### src/rtl/crc32_frame_tx.sv
// Byte-stream to bit-serial transmitter: payload LSB first, then a CRC-32 trailer MSB first.
// Optional abort path (s_abort / tx_abort) is built when CRC32_TX_ABORT_EN is defined.
module crc32_frame_tx #(
    parameter logic [31:0] POLY         = 32'h04C11DB7,
    parameter int          CLKS_PER_BIT = 1
) (
    input  logic       clk,
    input  logic       rst,
    input  logic [7:0] s_data,
    input  logic       s_valid,
    input  logic       s_last,
    output logic       s_ready,
`ifdef CRC32_TX_ABORT_EN
    input  logic       s_abort,
    output logic       tx_abort,
`endif
    output logic       tx_bit,
    output logic       tx_valid,
    output logic       tx_crc,
    output logic       tx_done
);
    localparam int CW = (CLKS_PER_BIT > 1) ? $clog2(CLKS_PER_BIT) : 1;

    typedef enum logic [1:0] {IDLE, DATA, LOAD, CRC} state_t;

    state_t        state_q, state_d;
    logic [7:0]    byte_q, byte_d;
    logic          last_q, last_d;
    logic [2:0]    bit_cnt_q, bit_cnt_d;
    logic [4:0]    crc_cnt_q, crc_cnt_d;
    logic [CW-1:0] div_q, div_d;
    logic [31:0]   crc_q, crc_d;
    logic          rdy, bit_tick, abort_req;

    assign bit_tick = (div_q == CW'(CLKS_PER_BIT - 1));
    assign s_ready  = rdy & ~rst;

`ifdef CRC32_TX_ABORT_EN
    logic tx_abort_q;
    assign abort_req = s_abort & (state_q != IDLE);
    assign tx_abort  = tx_abort_q;
`else
    assign abort_req = 1'b0;
`endif

    always_comb begin
        state_d   = state_q;
        byte_d    = byte_q;
        last_d    = last_q;
        bit_cnt_d = bit_cnt_q;
        crc_cnt_d = crc_cnt_q;
        div_d     = div_q;
        crc_d     = crc_q;
        rdy       = 1'b0;
        tx_bit    = 1'b0;
        tx_valid  = 1'b0;
        tx_crc    = 1'b0;
        tx_done   = 1'b0;
        case (state_q)
            IDLE: begin
                rdy = 1'b1;
                if (s_valid) begin
                    byte_d    = s_data;
                    last_d    = s_last;
                    crc_d     = '0;
                    bit_cnt_d = '0;
                    div_d     = '0;
                    state_d   = DATA;
                end
            end
            DATA: begin
                tx_valid = 1'b1;
                tx_bit   = byte_q[bit_cnt_q];
                div_d    = bit_tick ? '0 : div_q + 1'b1;
                if (bit_tick) begin
                    crc_d     = {crc_q[30:0], 1'b0} ^ (POLY & {32{crc_q[31] ^ byte_q[bit_cnt_q]}});
                    bit_cnt_d = bit_cnt_q + 3'd1;
                    if (bit_cnt_q == 3'd7) begin
                        if (last_q) begin
                            crc_cnt_d = '0;
                            state_d   = CRC;
                        end else begin
                            // Back-to-back byte keeps the stream gapless; otherwise park in LOAD.
                            rdy = 1'b1;
                            if (s_valid) begin
                                byte_d = s_data;
                                last_d = s_last;
                            end else begin
                                state_d = LOAD;
                            end
                        end
                    end
                end
            end
            LOAD: begin
                rdy   = 1'b1;
                div_d = '0;
                if (s_valid) begin
                    byte_d    = s_data;
                    last_d    = s_last;
                    bit_cnt_d = '0;
                    state_d   = DATA;
                end
            end
            CRC: begin
                tx_valid = 1'b1;
                tx_crc   = 1'b1;
                tx_bit   = crc_q[31];
                div_d    = bit_tick ? '0 : div_q + 1'b1;
                if (bit_tick) begin
                    crc_d     = {crc_q[30:0], 1'b0};
                    crc_cnt_d = crc_cnt_q + 5'd1;
                    if (crc_cnt_q == 5'd31) begin
                        tx_done = 1'b1;
                        state_d = IDLE;
                    end
                end
            end
            default: state_d = IDLE;
        endcase
        // Abort wins over any same-cycle handshake or completion.
        if (abort_req) begin
            state_d = IDLE;
            rdy     = 1'b0;
            tx_done = 1'b0;
        end
    end

    always_ff @(posedge clk or posedge rst) begin
        if (rst) begin
            state_q   <= IDLE;
            byte_q    <= '0;
            last_q    <= 1'b0;
            bit_cnt_q <= '0;
            crc_cnt_q <= '0;
            div_q     <= '0;
            crc_q     <= '0;
        end else begin
            state_q   <= state_d;
            byte_q    <= byte_d;
            last_q    <= last_d;
            bit_cnt_q <= bit_cnt_d;
            crc_cnt_q <= crc_cnt_d;
            div_q     <= div_d;
            crc_q     <= crc_d;
        end
    end

`ifdef CRC32_TX_ABORT_EN
    always_ff @(posedge clk or posedge rst) begin
        if (rst) tx_abort_q <= 1'b0;
        else     tx_abort_q <= abort_req;
    end
`endif
endmodule
### config.mk
export PLATFORM = sky130hd
export DESIGN_NAME = crc32_frame_tx
export DESIGN_NICKNAME = d
export VERILOG_FILES = /design/src/rtl/crc32_frame_tx.sv
export SDC_FILE = /design/constraint.sdc
export NUM_CORES = 1
export LEC_CHECK = 0
export CORE_ASPECT_RATIO = 0.5
export CORE_UTILIZATION = 49
export CTS_CLUSTER_DIAMETER = 30
export CTS_CLUSTER_SIZE = 10
export DETAILED_ROUTE_END_ITERATION = 12
export PLACE_DENSITY_LB_ADDON = 0.05
export SKIP_CTS_REPAIR_TIMING = 1
export SLEW_MARGIN = 30
export SYNTH_ARGS = -nofsm -noshare
export SYNTH_HDL_FRONTEND = slang
export SYNTH_SLANG_ARGS = --single-unit
### constraint.sdc
create_clock -name clk -period 2.07 [get_ports clk]
set_input_delay 0.207 -clock clk [delete_from_list [all_inputs] [get_ports clk]]
set_output_delay 0.207 -clock clk [all_outputs]
set_load 0.05 [all_outputs]
==> flow_summary.json <==
{
  "result_of_the_run": "complete, no violations",
  "rsz0062_at_grt": "true",
  "cts_buffer_depth": 2,
  "clock.fmax_mhz": 485,
  "io_buffers": 16,
  "globalRoute.totalOverflow": 0,
  "synth.avg_cell_area_um2": 12.5,
  "vias_in_the_first_global_route": 1620,
  "biggest_area_consumer_among_synthesized_cells": "dfrtp_1",
  "number_of_flops_mapped_to_enable_cells_by_yosys": 0,
  "synthTopCellsByArea": "dfrtp_1 (51%), a22o_1 (9.1%), mux4_2 (7.2%), mux2_2 (5.4%), nand2_1 (3.6%)",
  "flow.area_growth_from_synthesis_pct": 14.9,
  "io_pins": 17,
  "n_antenna_cell": 0,
  "grt_max_degree": 37,
  "clkTransAtPathRegs_ps": 90,
  "postSynthRegisterBits": 51,
  "regToRegEndpoint": "crc_q[22]",
  "insertion_delay_ps": 320,
  "post_synth_inst_count": 201,
  "finalSetupViolCount": 0,
  "syn-num-nets": 217,
  "drive_gt1_frac": 0.229,
  "vias_per_cell": 5.99,
  "globalplace.congestion": 0.726,
  "die-width_um": 103,
  "setup.worst_path.start_class": "register",
  "max_cap_check_violation_count": 0,
  "postRouteAntennaNets": 0,
  "final_hold_viol_count": 0,
  "layout_common_cells": "dfrtp_1 (50), a22o_1 (26), nand2_1 (24)",
  "class_of_the_tightest_hold_or_removal_check": "input pin to asynchronous set/reset pin",
  "final_common_cell": "dfrtp_1",
  "vdd_ir_drop_max_v": 0.000701,
  "synthDominantCellAreaShare": 0.507,
  "antenna_violations_before_repair": 0,
  "grt_pass1_wl_um": 7770,
  "die_height_um": 52.7,
  "worstSetupEndpointType": "primary output",
  "rr_worst_depth": 7,
  "max_slew_margin": 0.653,
  "r2r_start": "bit_cnt_q[0]",
  "final_critical_path_share_of_the_clock_period": 0.995,
  "cell_area_after_technology_mapping_um2": 2520,
  "drt_first_pass_iters": 4,
  "leakagePower_nw": 1.27,
  "synthFlopType": "dfrtp_1",
  "worstPathMaxFanout": 6,
  "worstSetupEndpoint": "tx_bit",
  "wl_per_cell_um": 16.2,
  "fillers": 380,
  "start_util": 0.540,
  "fraction_of_registers_with_async_set_reset": 1.00,
  "remaining_drc_errors": 0,
  "num-nets-final": 229,
  "detail_route.iter0.violations": 41,
  "worst_ep_arrival_time_ps": 1850,
  "layout_min_cycle_time_ps": 2060,
  "core_area_um2": 4660,
  "post-layout-total-power_mw": 5.12,
  "num_vias": 1677,
  "max_slew.worst_pin.slew_ps": 520,
  "grtUsageTotal": 0.196,
  "final_core_utilization": 0.620,
  "numCtsBuffers": 5,
  "detail_route.wirelength_um": 4530,
  "dpl-instance-area_um2": 2790,
  "die_area_um2": 5440,
  "htree_num_levels": 2,
  "rows": 17,
  "classification_of_the_worst_setup_path": "register to primary output",
  "timing.critical_path.required_ps": 1860,
  "report.final.slew_viol_count": 0,
  "setup_clock_skew_after_layout_ps": 13.0,
  "synth.yosys.seq_area_share": 0.507,
  "cts.root.buffer_cell": "clkbuf_8",
  "clock-sinks": 51,
  "cts_tree": "built",
  "netlist-cell-type-count": 35,
  "yosys_warnings": 0,
  "hpwl_after_detailed_placement_um": 3020,
  "timing.critical_path.from": "bit_cnt_q[0]",
  "stdcell_area_um2": 2890,
  "regToRegSetupSlack_ps": 50,
  "power_density_nw_per_um2": 1770
}
-- flip-flops by register name, summed over array words and instances, names as in the netlist --
signal and cells:
last_q 1, byte_q 8, bit_cnt_q 3, crc_cnt_q 5, state_q 2, crc_q 32
-- cell usage after synthesis (2+ instances only) --
master / count
mux4_2: 8
nand3_1: 2
and3_1: 2
mux4_1: 3
a22oi_1: 11
dfrtp_1: 51
ha_1: 4
a21oi_1: 2
clkbuf_1: 12
mux2_2: 12
o21ai_0: 4
inv_1: 5
nand2_1: 24
mux2i_1: 3
a22o_1: 26
buf_2: 2
nor2_1: 5
nor3_1: 3
nand2b_1: 5
a311oi_1: 2
-- logic make-up (layout without fill, tap and decap cells) --
kind of cell	after synthesis	count (layout)	synth area share
mux	27	27	0.175
fa+ha+maj	4	4	0.0199
compound gates	51	51	0.168
xor+xnor	1	1	0.00348
simple gates	45	45	0.0840
flops	51	51	0.507
buf+inv	22	35	0.0433
-- power breakdown --
| part | leakage [nW] | total, mW | internal [mW] | switching (mW) |
|---|---|---|---|---|
| clock | 0.0402 | 0.579 | 0.236 | 0.343 |
| combinational | 0.632 | 2.64 | 1.47 | 1.16 |
| sequential | 0.599 | 1.91 | 1.51 | 0.393 |
-- layer usage --
layer  GRT usage  vias up  wire length, um
li1            -      770                -
met1       0.277      867             2280
met2       0.288       32             2010
met3      0.0600        8              180
met4      0.0634        0               55
met5           0        -                0
-- worst max-delay path, cell delays in order, from the launching register on --
cell,delay (ps)
dfrtp_2,470
mux2i_1,140
a22o_1,290
nor2_4,120
buf_12,110
nand2_1,50
a21boi_2,200
buf_12,160
-- per-stage QoR --
stage	cells	hold slack [ps]	worst slack (ps)	TNS (ps)
final	280	278	9.95	0
after global routing	280	315	-83.2	-554
after CTS	279	284	-113	-113
after detailed placement	271	485	80.2	0
after global placement	271	471	143	0
after floorplan	201	337	146	0
-- cell type report --
class / instances / area [um2] / share of cell area
sequential: 51 / 1280 / 0.442
multi-input combinational: 128 / 1140 / 0.394
timing repair buffer: 22 / 280 / 0.0970
tap: 66 / 82.6 / 0.0286
clock buffer: 5 / 68.8 / 0.0238
inverter: 5 / 22.5 / 0.00779
clock inverter: 3 / 20.0 / 0.00693
-- how the worst min path moves through the flow --
stage	from	end	slack (ps)	depth (start not counted)
after floorplan	s_valid	state_q[0]	340	2
after global placement	crc_q[0]	crc_q[1]	470	1
after detailed placement	crc_q[30]	crc_q[30]	480	1
after CTS	rst	byte_q[0]	280	2
after global routing	rst	byte_q[0]	320	2
final	rst	byte_q[0]	280	2
Note: power is estimated with default switching activity, not from simulation.
